## src/rtl/tdm_pkg.sv

```systemverilog
// tdm_pkg: types and defaults shared by the TDM receive path.
//   tdm_state_t  : lock state machine encoding (HUNT / RUN)
//   TDM_NUM_CH   : default number of channels per frame
//   TDM_CH_W     : default bits per channel word
//   frame_bits() : total serial bits in one frame
package tdm_pkg;

  typedef enum logic {
    HUNT = 1'b0,
    RUN  = 1'b1
  } tdm_state_t;

  localparam int TDM_NUM_CH = 4;
  localparam int TDM_CH_W   = 8;

  function automatic int frame_bits(input int n, input int w);
    return n * w;
  endfunction

endpackage

```

## src/rtl/tdm_frame_counter.sv

```systemverilog
// tdm_frame_counter: bit-within-channel and channel-within-frame position
// counters for the TDM receiver.
// Ports:
//   clk_i, rst_ni  : clock, asynchronous active-low reset
//   clr_i          : force both counters to 0 (highest priority)
//   load1_i        : position after a frame's first bit (bit 1 of ch 0)
//   adv_i          : advance one bit position, wrapping at channel/frame end
//   ch_cnt_o       : current channel index
//   last_bit_o     : current position is the final bit of the frame
//   frame_start_o  : current position is the first bit of a frame
module tdm_frame_counter
  import tdm_pkg::*;
#(
  parameter int NUM_CH = TDM_NUM_CH,
  parameter int CH_W   = TDM_CH_W
) (
  input  logic                      clk_i,
  input  logic                      rst_ni,
  input  logic                      clr_i,
  input  logic                      load1_i,
  input  logic                      adv_i,
  output logic [$clog2(NUM_CH)-1:0] ch_cnt_o,
  output logic                      last_bit_o,
  output logic                      frame_start_o
);

  localparam int BW = $clog2(CH_W);
  localparam int CW = $clog2(NUM_CH);
  localparam logic [BW-1:0] BIT_LAST = BW'(CH_W - 1);
  localparam logic [CW-1:0] CH_LAST  = CW'(NUM_CH - 1);

  logic [BW-1:0] bit_cnt_q, bit_cnt_d;
  logic [CW-1:0] ch_cnt_q, ch_cnt_d;

  always_comb begin
    bit_cnt_d = bit_cnt_q;
    ch_cnt_d  = ch_cnt_q;
    if (clr_i) begin
      bit_cnt_d = '0;
      ch_cnt_d  = '0;
    end else if (load1_i) begin
      bit_cnt_d = BW'(1);
      ch_cnt_d  = '0;
    end else if (adv_i) begin
      if (bit_cnt_q == BIT_LAST) begin
        bit_cnt_d = '0;
        ch_cnt_d  = (ch_cnt_q == CH_LAST) ? '0 : ch_cnt_q + CW'(1);
      end else begin
        bit_cnt_d = bit_cnt_q + BW'(1);
      end
    end
  end

  always_ff @(posedge clk_i or negedge rst_ni) begin
    if (!rst_ni) begin
      bit_cnt_q <= '0;
      ch_cnt_q  <= '0;
    end else begin
      bit_cnt_q <= bit_cnt_d;
      ch_cnt_q  <= ch_cnt_d;
    end
  end

  assign ch_cnt_o      = ch_cnt_q;
  assign last_bit_o    = (ch_cnt_q == CH_LAST) && (bit_cnt_q == BIT_LAST);
  assign frame_start_o = (ch_cnt_q == '0) && (bit_cnt_q == '0);

endmodule

```

## src/rtl/tdm_demux.sv

```systemverilog
// tdm_demux: receive end of a TDM serial link. Serial bits (MSB of each
// channel first) are shifted into a shadow frame register; a completed frame
// is copied to ch_data in one step so downstream logic never sees a mix of
// two frames.
// Ports:
//   clk, resetn  : clock (rising edge), asynchronous active-low reset
//   bit_en       : bit strobe; serial_in/frame_sync only sampled when high
//   serial_in    : serial data
//   frame_sync   : high with the first bit (ch0 MSB) of every frame
//   ch_data      : channel words, ch k at [k*CH_W +: CH_W]
//   frame_valid  : one-cycle pulse when ch_data takes a new frame
//   locked       : high while the lock FSM is in RUN (mirrors the FSM state)
//   sync_err     : one-cycle pulse on a framing error
// Handshake: there is no back-pressure. A bit is transferred on every rising
// edge with bit_en=1; frame_valid/sync_err are single-cycle strobes that the
// consumer must take on the cycle they are high.
module tdm_demux
  import tdm_pkg::*;
#(
  parameter int NUM_CH = TDM_NUM_CH,
  parameter int CH_W   = TDM_CH_W
) (
  input  logic                     clk,
  input  logic                     resetn,
  input  logic                     bit_en,
  input  logic                     serial_in,
  input  logic                     frame_sync,
  output logic [NUM_CH*CH_W-1:0]   ch_data,
  output logic                     frame_valid,
  output logic                     locked,
  output logic                     sync_err
);

  localparam int FW = frame_bits(NUM_CH, CH_W);
  localparam int CW = $clog2(NUM_CH);

  tdm_state_t    state_q, state_d;
  logic [FW-1:0] shadow_q, shadow_d;
  logic [FW-1:0] ch_data_q, ch_data_d;
  logic          frame_valid_q, frame_valid_d;
  logic          sync_err_q, sync_err_d;

  logic          cnt_clr, cnt_load1, cnt_adv;
  logic [CW-1:0] ch_cnt;
  logic          last_bit, frame_start;
  logic          shift_en;
  logic [CW-1:0] shift_ch;

  tdm_frame_counter #(
    .NUM_CH (NUM_CH),
    .CH_W   (CH_W)
  ) u_cnt (
    .clk_i         (clk),
    .rst_ni        (resetn),
    .clr_i         (cnt_clr),
    .load1_i       (cnt_load1),
    .adv_i         (cnt_adv),
    .ch_cnt_o      (ch_cnt),
    .last_bit_o    (last_bit),
    .frame_start_o (frame_start)
  );

  always_comb begin
    state_d       = state_q;
    shadow_d      = shadow_q;
    ch_data_d     = ch_data_q;
    frame_valid_d = 1'b0;
    sync_err_d    = 1'b0;
    cnt_clr       = 1'b0;
    cnt_load1     = 1'b0;
    cnt_adv       = 1'b0;
    shift_en      = 1'b0;
    shift_ch      = ch_cnt;

    case (state_q)
      HUNT: begin
        if (bit_en && frame_sync) begin
          shift_en  = 1'b1;
          shift_ch  = '0;
          cnt_load1 = 1'b1;
          state_d   = RUN;
        end
      end
      RUN: begin
        if (bit_en) begin
          if (frame_sync && !frame_start) begin
            // Early sync (including on the last bit): drop the partial frame
            // and restart as ch0 MSB without losing lock.
            sync_err_d = 1'b1;
            shift_en   = 1'b1;
            shift_ch   = '0;
            cnt_load1  = 1'b1;
          end else if (!frame_sync && frame_start) begin
            // Missing sync: lose lock; ch_data keeps the last good frame.
            sync_err_d = 1'b1;
            cnt_clr    = 1'b1;
            state_d    = HUNT;
          end else begin
            shift_en = 1'b1;
            cnt_adv  = 1'b1;
            if (last_bit) begin
              frame_valid_d = 1'b1;
            end
          end
        end
      end
      default: begin
        state_d = HUNT;
        cnt_clr = 1'b1;
      end
    endcase

    // Left-shift the selected channel word, new bit at LSB. Stale bits from
    // an aborted frame fall out after CH_W shifts.
    for (int k = 0; k < NUM_CH; k++) begin
      if (shift_en && (shift_ch == CW'(k))) begin
        shadow_d[k*CH_W +: CH_W] = {shadow_q[k*CH_W +: CH_W-1], serial_in};
      end
    end

    // Publish on the same edge that samples the final bit, so the copy must
    // come from the already-shifted shadow.
    if (frame_valid_d) begin
      ch_data_d = shadow_d;
    end
  end

  always_ff @(posedge clk or negedge resetn) begin
    if (!resetn) begin
      state_q       <= HUNT;
      shadow_q      <= '0;
      ch_data_q     <= '0;
      frame_valid_q <= 1'b0;
      sync_err_q    <= 1'b0;
    end else begin
      state_q       <= state_d;
      shadow_q      <= shadow_d;
      ch_data_q     <= ch_data_d;
      frame_valid_q <= frame_valid_d;
      sync_err_q    <= sync_err_d;
    end
  end

  assign ch_data     = ch_data_q;
  assign frame_valid = frame_valid_q;
  assign sync_err    = sync_err_q;
  assign locked      = (state_q == RUN);

endmodule

```

## config.mk

```make
export PLATFORM = sky130hd
export DESIGN_NAME = tdm_demux
export DESIGN_NICKNAME = d
export VERILOG_FILES = /design/src/rtl/tdm_pkg.sv /design/src/rtl/tdm_frame_counter.sv /design/src/rtl/tdm_demux.sv
export SDC_FILE = /design/constraint.sdc
export NUM_CORES = 1
export LEC_CHECK = 0
export ABC_AREA = 1
export CORE_UTILIZATION = 50
export DETAILED_ROUTE_END_ITERATION = 8
export PLACE_DENSITY = 0.87
export SLEW_MARGIN = 40
export SYNTH_ARGS = -nofsm -noshare
export SYNTH_HDL_FRONTEND = slang
export SYNTH_SLANG_ARGS = --single-unit
```

## constraint.sdc

```tcl
create_clock -name clk -period 2.3 [get_ports clk]
set_input_delay 0.23 -clock clk [delete_from_list [all_inputs] [get_ports clk]]
set_output_delay 0.23 -clock clk [all_outputs]
set_load 0.01 [all_outputs]
```

==> reports/results.txt, run 1 <==
Die X -> 83.6 um
CP endpoint kind -> register
Synth Register Bits -> 72
Final Skew -> 0.00685 ns
# nets final -> 438
Outcome -> finished clean
Cell area after synthesis -> 3330 um^2
Vias per cell -> 4.97
Total power -> 4010 uW
I/O pins -> 40
Initial core utilization -> 0.522
Final Hold Vio Count -> 0
Max Cap Viol -> 0
Post-Syn Area per Cell -> 8.98 um^2
Initial antenna violation count -> 0
Layout area overhead -> 22.5%
HPWL after DPL -> 4.30 mm
Clk root buf -> clkbuf_8
Drt first pass iters -> 4
Clk_lat worst skew -> 0.36 ns
Initial drt markers -> 122
Die Ht -> 83.6 um
LEAKAGE -> 0.00206 uW
CTS tree -> built
Worst-margin pin slew -> 0.366 ns
First-pass GRT wire length -> 11.3 mm
Fin util -> 0.639
Relative slew slack -> 0.756
DIE AREA -> 6990 um^2
Clock transition at path regs -> 0.07 ns
Worst vdd ir -> 0.488 mV
Antenna Cells -> 0
Largest net degree at the start of global routing -> 73
Synth warnings -> 0
Max Slew Vio Count -> 0
GRT Total Usage -> 0.206
Pwr dens -> 982 nW/um^2
Drt total wl -> 6.45 mm
DRC Markers -> 0
Setup violators final -> 0
# clock sinks -> 72
Cell Rows -> 29
CTS H-Tree Depth -> 3
Crit path arrival time -> 2.39 ns
Number of gates resized after CTS -> 0
Max frequency -> 467 MHz
Gate count of the mapped netlist -> 371
Syn Nets -> 384
Kind of critical path -> register to register
Num CTS Buffers -> 9
Placer Congestion -> 0.876
Critical Path Fanout Max -> 15
Final min period -> 2.14 ns
Fin crit share -> 0.931
Port bufs -> 39
Main synth FF type -> dfrtp_1
Remaining global-route overflow -> 0
Antenna-violating nets left -> 0
Worst hold path class -> input pin to async pin
Longest Clk Path Bufs -> 2
Core area -> 6390 um^2
Vias in the first global route -> 2,503
Vias -> 2,519
Per-cell routed wire length -> 12.7 um
Startpoint types -> register
Post-synth cell types -> 23
Share of cells above drive strength 1 -> 0.126
Seq/Total Area, Yosys -> 0.541
EDFF count, synth -> 0
Data required time of the critical path -> 2.55 ns
Ys async rst share -> 1.00
[where the power goes]
| part | switching [uW] | leakage, uW | internal, uW |
|---|---|---|---|
| combinational | 847 | 0.00111 | 552 |
| sequential | 110 | 0.000852 | 1530 |
| clock | 484 | 0.0000923 | 484 |
[synth_stat cells, types with 3 or more instances]
master    instances  area (um^2)
nand2_1         110          413
o21ai_0           4         20.0
nand2_2           5         31.3
inv_1            44          165
nand4_1           8         50.1
nor2_1            3         11.3
ha_1              8          100
nand3_2          12          120
inv_2             3         11.3
clkbuf_1          3         11.3
buf_2             6         30.0
nand3_1          50          250
dfrtp_1          72         1800
a21oi_1           3         15.0
and2_1           32          200
[critical path, stage by stage, from the launching register on]
cell and delay [ns]:
dfrtp_1 0.40, inv_1 0.11, ha_1 0.15, nand3_1 0.10, ha_1 0.22, nand3_1 0.16, nand3_4 0.18, nor2_8 0.29
buf_4 0.19, nand3_2 0.06, and2_1 0.16
[through the flow]
stage | worst slack, ns | TNS (ns) | instance area (um^2) | hold slack [ns] | cells
finish | 0.160 | 0 | 4080 | 0.415 | 507
global placement | 0.187 | 0 | 3830 | 0.285 | 484
CTS | 0.140 | 0 | 4040 | 0.438 | 501
detailed placement | 0.113 | 0 | 3830 | 0.284 | 484
floorplan | 0.120 | 0 | 3330 | -0.0656 | 371
global route | -0.0147 | -0.0323 | 4080 | 0.483 | 507
[cells in the final DEF, fill, tap and decap left out]
cell             synthesis  layout
o21ai_0                  4       4
clkinvlp_4               0       2
buf_4                    0      11
buf_2                    6       1
dlygate4sd3_1            0       1
nand3_4                  1       1
nand3_1                 50      50
nor2_1                   3       3
clkbuf_8                 0      12
o21ai_1                  1       1
dfrtp_1                 72      72
clkdlybuf4s50_1          0      38
nand3_2                 12      12
o22ai_1                  1       1
inv_6                    0       1
nor2_4                   1       1
inv_2                    3       3
buf_12                   0       2
a21oi_1                  3       3
nor2_8                   1       1
nand2_2                  5       5
nand2_1                110     110
inv_1                   44      44
ha_1                     8       8
o21ai_2                  1       1
and2_1                  32      32
o21ai_4                  1       1
nand4_1                  8       8
clkbuf_1                 3       1
[registers in the layout, summed over array words and instances, names as in the netlist]
| name | count |
|---|---|
| ch_data | 32 |
| u_cnt.ch_cnt_o | 2 |
| shadow_q | 32 |
| frame_valid | 1 |
| u_cnt.bit_cnt_q | 3 |
| locked | 1 |
| sync_err | 1 |
[routing by layer]
metal | routed length (um) | GRT usage
met5 | 0 | 0
met4 | 145 | 0.0986
met3 | 299 | 0.0534
met2 | 3000 | 0.317
met1 | 3010 | 0.273
[layout make-up]
class | instances | area [um^2]
timing repair buffer | 53 | 518
clock buffer | 13 | 169
tap | 77 | 96.3
inverter | 47 | 176
sequential | 72 | 1800
clock inverter | 3 | 23.8
fill | 508 | 2300
multi-input combinational | 242 | 1300
[repair_timing]
item,CTS,global route
hold buffers,1,0
buffers inserted,0,6
endpoints found under the setup margin,0,31
endpoints found under the hold margin,72,0
[path summary, 6_finish.rpt]
kind	depth (start not counted)	slack, ns	to	from
worst max-delay path	10	0.16	shadow_q[11]$_DFF_PN0_	u_cnt.bit_cnt_q[0]$_DFFE_PN0P_
worst min-delay path	3	0.42	ch_data[16]$_DFFE_PN0P_	resetn
worst max register to register	10	0.16	shadow_q[11]$_DFF_PN0_	u_cnt.bit_cnt_q[0]$_DFFE_PN0P_
worst min register to register	2	0.48	ch_data[30]$_DFFE_PN0P_	ch_data[30]$_DFFE_PN0P_
max in group asynchronous	3	1.59	locked$_DFF_PN0_	resetn
min in group clk	2	0.48	ch_data[30]$_DFFE_PN0P_	ch_data[30]$_DFFE_PN0P_
[logic make-up after synthesis]
kind of cell / share of synthesized area
fa+ha+maj: 0.0301
simple gates: 0.338
flops: 0.541
compound gates: 0.0214
buf+inv: 0.0699
No activity file was read; power rests on OpenSTA's default activity.
==> inputs of run 2 (changes only) <==
Settings changed: CORE_MARGIN set to 1.5, RECOVER_POWER set to 50.
==> reports/results.txt, run 2 (synthesis results as in run 1) <==
Outcome -> finished clean
Port bufs -> 39 (unchanged)
WHS Path Cells -> 2
Num CTS Buffers -> 9 (unchanged)
Initial core utilization -> 0.522 (unchanged)
Slowest stage delay, CP -> 0.41 ns (about the same)
Final Hold Vio Count -> 0 (unchanged)
Die Ht -> 84.6 um (+1.2%)
DIE AREA -> 7160 um^2 (+2.4%)
Fillers -> 521 (+2.6%)
First-pass GRT wire length -> 11.8 mm (+4.6%)
Data required time of the critical path -> 2.54 ns (about the same)
Worst hold path class -> register to register
Commonest non-fill, non-tap cell in the layout -> nand2_1
DRC Markers -> 0 (unchanged)
RSZ-0062 raised after global routing -> false
Drt total wl -> 6.95 mm (+7.9%)
Placer Congestion -> 0.818 (-6.6%)
Worst r2r path cells -> 10 (unchanged)
Clk_lat worst skew -> 0.34 ns (-0.02 ns)
Cell Rows -> 29 (unchanged)
Crit path arrival time -> 2.37 ns (-0.02 ns)
Longest Clk Path Bufs -> 2 (unchanged)
Setup violators final -> 0 (unchanged)
CTS H-Tree Depth -> 3 (unchanged)
Crit-path slowest cell -> dfrtp_1
Final Skew -> 0.00788 ns (+0.00103 ns)
Die X -> 84.6 um (+1.2%)
GRT Total Usage -> 0.209 (+0.00283)
Number of gates resized after CTS -> 0 (unchanged)
Initial antenna violation count -> 0 (unchanged)
Max frequency -> 469 MHz (+0.29%)
Clock transition at path regs -> 0.08 ns (about the same)
Startpoint types -> register
Relative slew slack -> 0.388 (-0.368)
Clk root buf -> clkbuf_8
Worst-margin pin slew -> 0.919 ns (+0.552 ns)
Final worst setup slack -> 0.166 ns (+0.00610 ns)
Pwr dens -> 1010 nW/um^2 (+3.3%)
Final min period -> 2.13 ns (-0.00610 ns)
Vias in the first global route -> 2,637 (+5.4%)
Largest net degree at the start of global routing -> 41 (-44%)
Layout area overhead -> 22.7% (about the same)
I/O pins -> 40 (unchanged)
Initial drt markers -> 154 (+26%)
Antenna Cells -> 0 (unchanged)
RR Startpoint -> u_cnt.bit_cnt_q[0]$_DFFE_PN0P_
Max Slew Vio Count -> 0 (unchanged)
Antenna-violating nets left -> 0 (unchanged)
CP endpoint kind -> register
Worst slack, placed -> 0.0520 ns (-0.0606 ns)
Max Cap Viol -> 0 (unchanged)
Share of cells above drive strength 1 -> 0.126 (+0.000293)
R2R Path End -> shadow_q[31]$_DFF_PN0_
Remaining global-route overflow -> 0 (unchanged)
CTS tree -> built
Kind of critical path -> register to register
LEAKAGE -> 0.00212 uW (+3.0%)
# clock sinks -> 72 (unchanged)
CP Cell Sequence -> inv_1 > ha_1 > nand3_1 > ha_1 > nand3_1 > nand3_4 > nor2_8 > buf_12 > nand3_1 > and2_1
Hold endpoint -> ch_data[17]$_DFFE_PN0P_
Worst vdd ir -> 0.604 mV (+24%)
# nets final -> 437 (-0.23%)
Fin crit share -> 0.928 (-0.00265)
Most frequent cells in the layout -> nand2_1, dfrtp_1, nand3_1
Per-cell routed wire length -> 13.7 um (+8.1%)
Setup TNS -> 0 ns (unchanged)
Vias -> 2,629 (+4.4%)
HPWL after DPL -> 4.54 mm (+5.5%)
Vias per cell -> 5.20 (+4.6%)
Most used cell, CP -> nand3_1
Reg2Reg Setup Slack -> 0.17 ns (about the same)
Critical Path Fanout Max -> 11 (-4)
Core area -> 6390 um^2 (unchanged)
Total power -> 4140 uW (+3.4%)
Drt first pass iters -> 4 (unchanged)
Worst Hold Launch -> ch_data[17]$_DFFE_PN0P_
## run 2: layer usage
layer	GRT usage	up-vias	share of wire	wire length (um)
li1	-	1269	-	-
met1	0.277	1279	0.45	3150
met2	0.339	66	0.49	3380
met3	0.0364	15	0.041	287
met4	0.0924	0	0.020	140
met5	0	-	0	0
## run 2: through the flow
stage	utilization	hold slack (ns)	area, um^2	instances
after floorplan	-	-0.0656	3330	371
after global placement	0.601	0.326	3840	486
after detailed placement	0.601	0.344	3840	486
after CTS	0.637	0.486	4070	503
after global routing	0.640	0.505	4090	506
final	0.640	0.476	4090	506
## run 2: final cells by class
cell class                 instances  area [um^2]  share of cell area
sequential                        72         1800               0.441
multi-input combinational        242         1300               0.317
timing repair buffer              52          495               0.121
inverter                          47          176              0.0432
clock buffer                       9          124              0.0303
tap                               77         96.3              0.0236
clock inverter                     7         95.1              0.0233
## run 2: repair_timing
action                                 4_1_cts  5_1_grt
endpoints found under the hold margin       32        0
buffers inserted                             0        3
hold buffers                                 1        0
setup endpoints to repair                    0       31
## run 2: worst max-delay path by stage
stage                     slack, ns  cells past startpoint                       to                      startpoint
after detailed placement       0.05                     10  ch_data[29]$_DFFE_PN0P_                      frame_sync
final                          0.17                     10   shadow_q[31]$_DFF_PN0_  u_cnt.bit_cnt_q[0]$_DFFE_PN0P_
after global routing           0.03                     11  ch_data[25]$_DFFE_PN0P_  u_cnt.bit_cnt_q[0]$_DFFE_PN0P_
after CTS                      0.11                     10   shadow_q[25]$_DFF_PN0_  u_cnt.bit_cnt_q[0]$_DFFE_PN0P_
after global placement         0.18                     10   ch_data[9]$_DFFE_PN0P_                      frame_sync
after floorplan                0.12                     11   shadow_q[10]$_DFF_PN0_   u_cnt.ch_cnt_o[1]$_DFFE_PN0P_
## run 2: report_power, final
group          total [uW]  leakage [uW]  internal, uW  switching [uW]
combinational        1400       0.00116           534             866
sequential           1640      0.000852          1530             111
clock                1100      0.000110           612             490
total                4140       0.00212          2680            1470
## run 2: critical path: cells and delay by family, from the launching register on
family	cells	cell delay, ns
simple gates	6	0.95
fa+ha+maj	2	0.38
buf+inv	2	0.28
flops	1	0.41
==> inputs of run 3 (changes only) <==
Clock period 2.3 ns to 1.9 ns, I/O delays scaled along.
==> reports/results.txt, run 3 (synthesis results as in run 1) <==
CP endpoint kind -> register
Outcome -> finished clean
Drt total wl -> 7.18 mm (+3.2%)
Worst hold path class -> input pin to async pin
Num CTS Buffers -> 9 (unchanged)
CTS H-Tree Depth -> 3 (unchanged)
Largest net degree at the start of global routing -> 44 (+7.3%)
Vias -> 2,659 (+1.1%)
Vias in the first global route -> 2,638 (+0.038%)
Cell Rows -> 29 (unchanged)
Final min period -> 1.86 ns (-0.277 ns)
Clock transition at path regs -> 0.08 ns (about the same)
Remaining global-route overflow -> 0 (unchanged)
Relative slew slack -> 0.556 (+0.169)
Clk root buf -> clkbuf_8
Final worst setup slack -> 0.0430 ns (-0.123 ns)
Kind of critical path -> register to register
Setup violators final -> 0 (unchanged)
Clk_lat worst skew -> 0.35 ns (about the same)
Data required time of the critical path -> 2.15 ns (-0.39 ns)
Port bufs -> 39 (unchanged)
Layout area overhead -> 29.8%
DIE AREA -> 7160 um^2 (unchanged)
Initial drt markers -> 134 (-13%)
GRT Total Usage -> 0.212 (+0.00290)
Die X -> 84.6 um (unchanged)
Commonest non-fill, non-tap cell in the layout -> nand2_1
Initial core utilization -> 0.522 (unchanged)
Initial antenna violation count -> 0 (unchanged)
Worst vdd ir -> 0.762 mV (+26%)
Per-cell routed wire length -> 13.9 um (+0.79%)
# nets final -> 449 (+2.7%)
DRC Markers -> 0 (unchanged)
Startpoint types -> register
I/O pins -> 40 (unchanged)
Total power -> 5490 uW (+32%)
Worst slack, placed -> -0.0565 ns (-0.108 ns)
First-pass GRT wire length -> 11.9 mm (+0.41%)
Crit path arrival time -> 2.10 ns (-0.27 ns)
Share of cells above drive strength 1 -> 0.177 (+0.0510)
Worst-margin pin slew -> 0.665 ns (-0.253 ns)
Max frequency -> 539 MHz (+15%)
CTS tree -> built
# clock sinks -> 72 (unchanged)
Antenna Cells -> 0 (unchanged)
Max Slew Vio Count -> 0 (unchanged)
Antenna-violating nets left -> 0 (unchanged)
Fin crit share -> 0.977 (+0.0494)
Pwr dens -> 1270 nW/um^2 (+25%)
Core area -> 6390 um^2 (unchanged)
Drt first pass iters -> 4 (unchanged)
Final Skew -> 0.00989 ns (+0.00201 ns)
Critical Path Fanout Max -> 8 (-3)
Max Cap Viol -> 0 (unchanged)
HPWL after DPL -> 4.83 mm (+6.4%)
Longest Clk Path Bufs -> 2 (unchanged)
RSZ-0062 raised after global routing -> true
LEAKAGE -> 0.00216 uW (+1.9%)
Final Hold Vio Count -> 0 (unchanged)
Vias per cell -> 5.13 (-1.2%)
Die Ht -> 84.6 um (unchanged)
Most frequent cells in the layout -> nand2_1, dfrtp_1, nand3_1
Placer Congestion -> 0.847 (+3.6%)
==> run 3: cell type report <==
cell class / instances / area [um^2]
Clock buffer: 11 / 141
Clock inverter: 5 / 104
Fill cell: 488 / 2060
Inverter: 47 / 176
Multi-Input combinational cell: 242 / 1400
Sequential cell: 72 / 1800
Tap cell: 77 / 96.3
Timing Repair Buffer: 64 / 608
==> run 3: power breakdown <==
group          total (uW)  leakage (uW)  internal (uW)  switching, uW
sequential           1990      0.000852           1850            140
combinational        2010       0.00118            851           1160
clock                1490      0.000124            909            578
==> run 3: layer usage <==
layer,vias to the layer above,global-route usage,share of wire
met5,-,0,0
met2,47,0.357,0.52
met4,0,0.0792,0.013
met3,9,0.0619,0.043
li1,1298,-,-
met1,1305,0.258,0.43
==> run 3: worst max-delay path, stage by stage (launching register included) <==
cell	delay, ns
dfrtp_1	0.41
inv_2	0.09
ha_4	0.14
nand3_4	0.08
ha_4	0.18
nand3_4	0.10
nand2_2	0.09
nor2_4	0.25
buf_6	0.14
nand4_1	0.10
and2_1	0.18
==> run 3: timing repair <==
action	4_1_cts	5_1_grt
setup buffers	2	3
endpoints found under the hold margin	11	0
cloned	0	0
pin swaps	1	8
resized for setup	2	14
hold buffers	1	0
endpoints found under the setup margin	20	66
==> run 3: path summary, 6_finish.rpt <==
path | startpoint | endpoint | slack, ns | cells past startpoint
worst max-delay path | u_cnt.bit_cnt_q[1]$_DFFE_PN0P_ | shadow_q[20]$_DFF_PN0_ | 0.04 | 10
worst min-delay path | resetn | ch_data[28]$_DFFE_PN0P_ | 0.38 | 2
worst max register to register | u_cnt.bit_cnt_q[1]$_DFFE_PN0P_ | shadow_q[20]$_DFF_PN0_ | 0.04 | 10
worst min register to register | ch_data[17]$_DFFE_PN0P_ | ch_data[17]$_DFFE_PN0P_ | 0.48 | 2
max in group asynchronous | resetn | u_cnt.ch_cnt_o[0]$_DFFE_PN0P_ | 0.44 | 3
min in group clk | ch_data[17]$_DFFE_PN0P_ | ch_data[17]$_DFFE_PN0P_ | 0.48 | 2
==> run 3: per-stage QoR <==
| step | hold WS (ns) | utilization | instances | instance area, um^2 | TNS (ns) |
|---|---|---|---|---|---|
| after floorplan | -0.106 | - | 371 | 3400 | -0.0505 |
| after global placement | 0.0996 | 0.625 | 496 | 3990 | 0 |
| after detailed placement | 0.104 | 0.625 | 496 | 3990 | -0.333 |
| after CTS | 0.254 | 0.668 | 515 | 4270 | 0 |
| after global routing | 0.453 | 0.677 | 518 | 4320 | -0.0984 |
| final | 0.378 | 0.677 | 518 | 4320 | 0 |
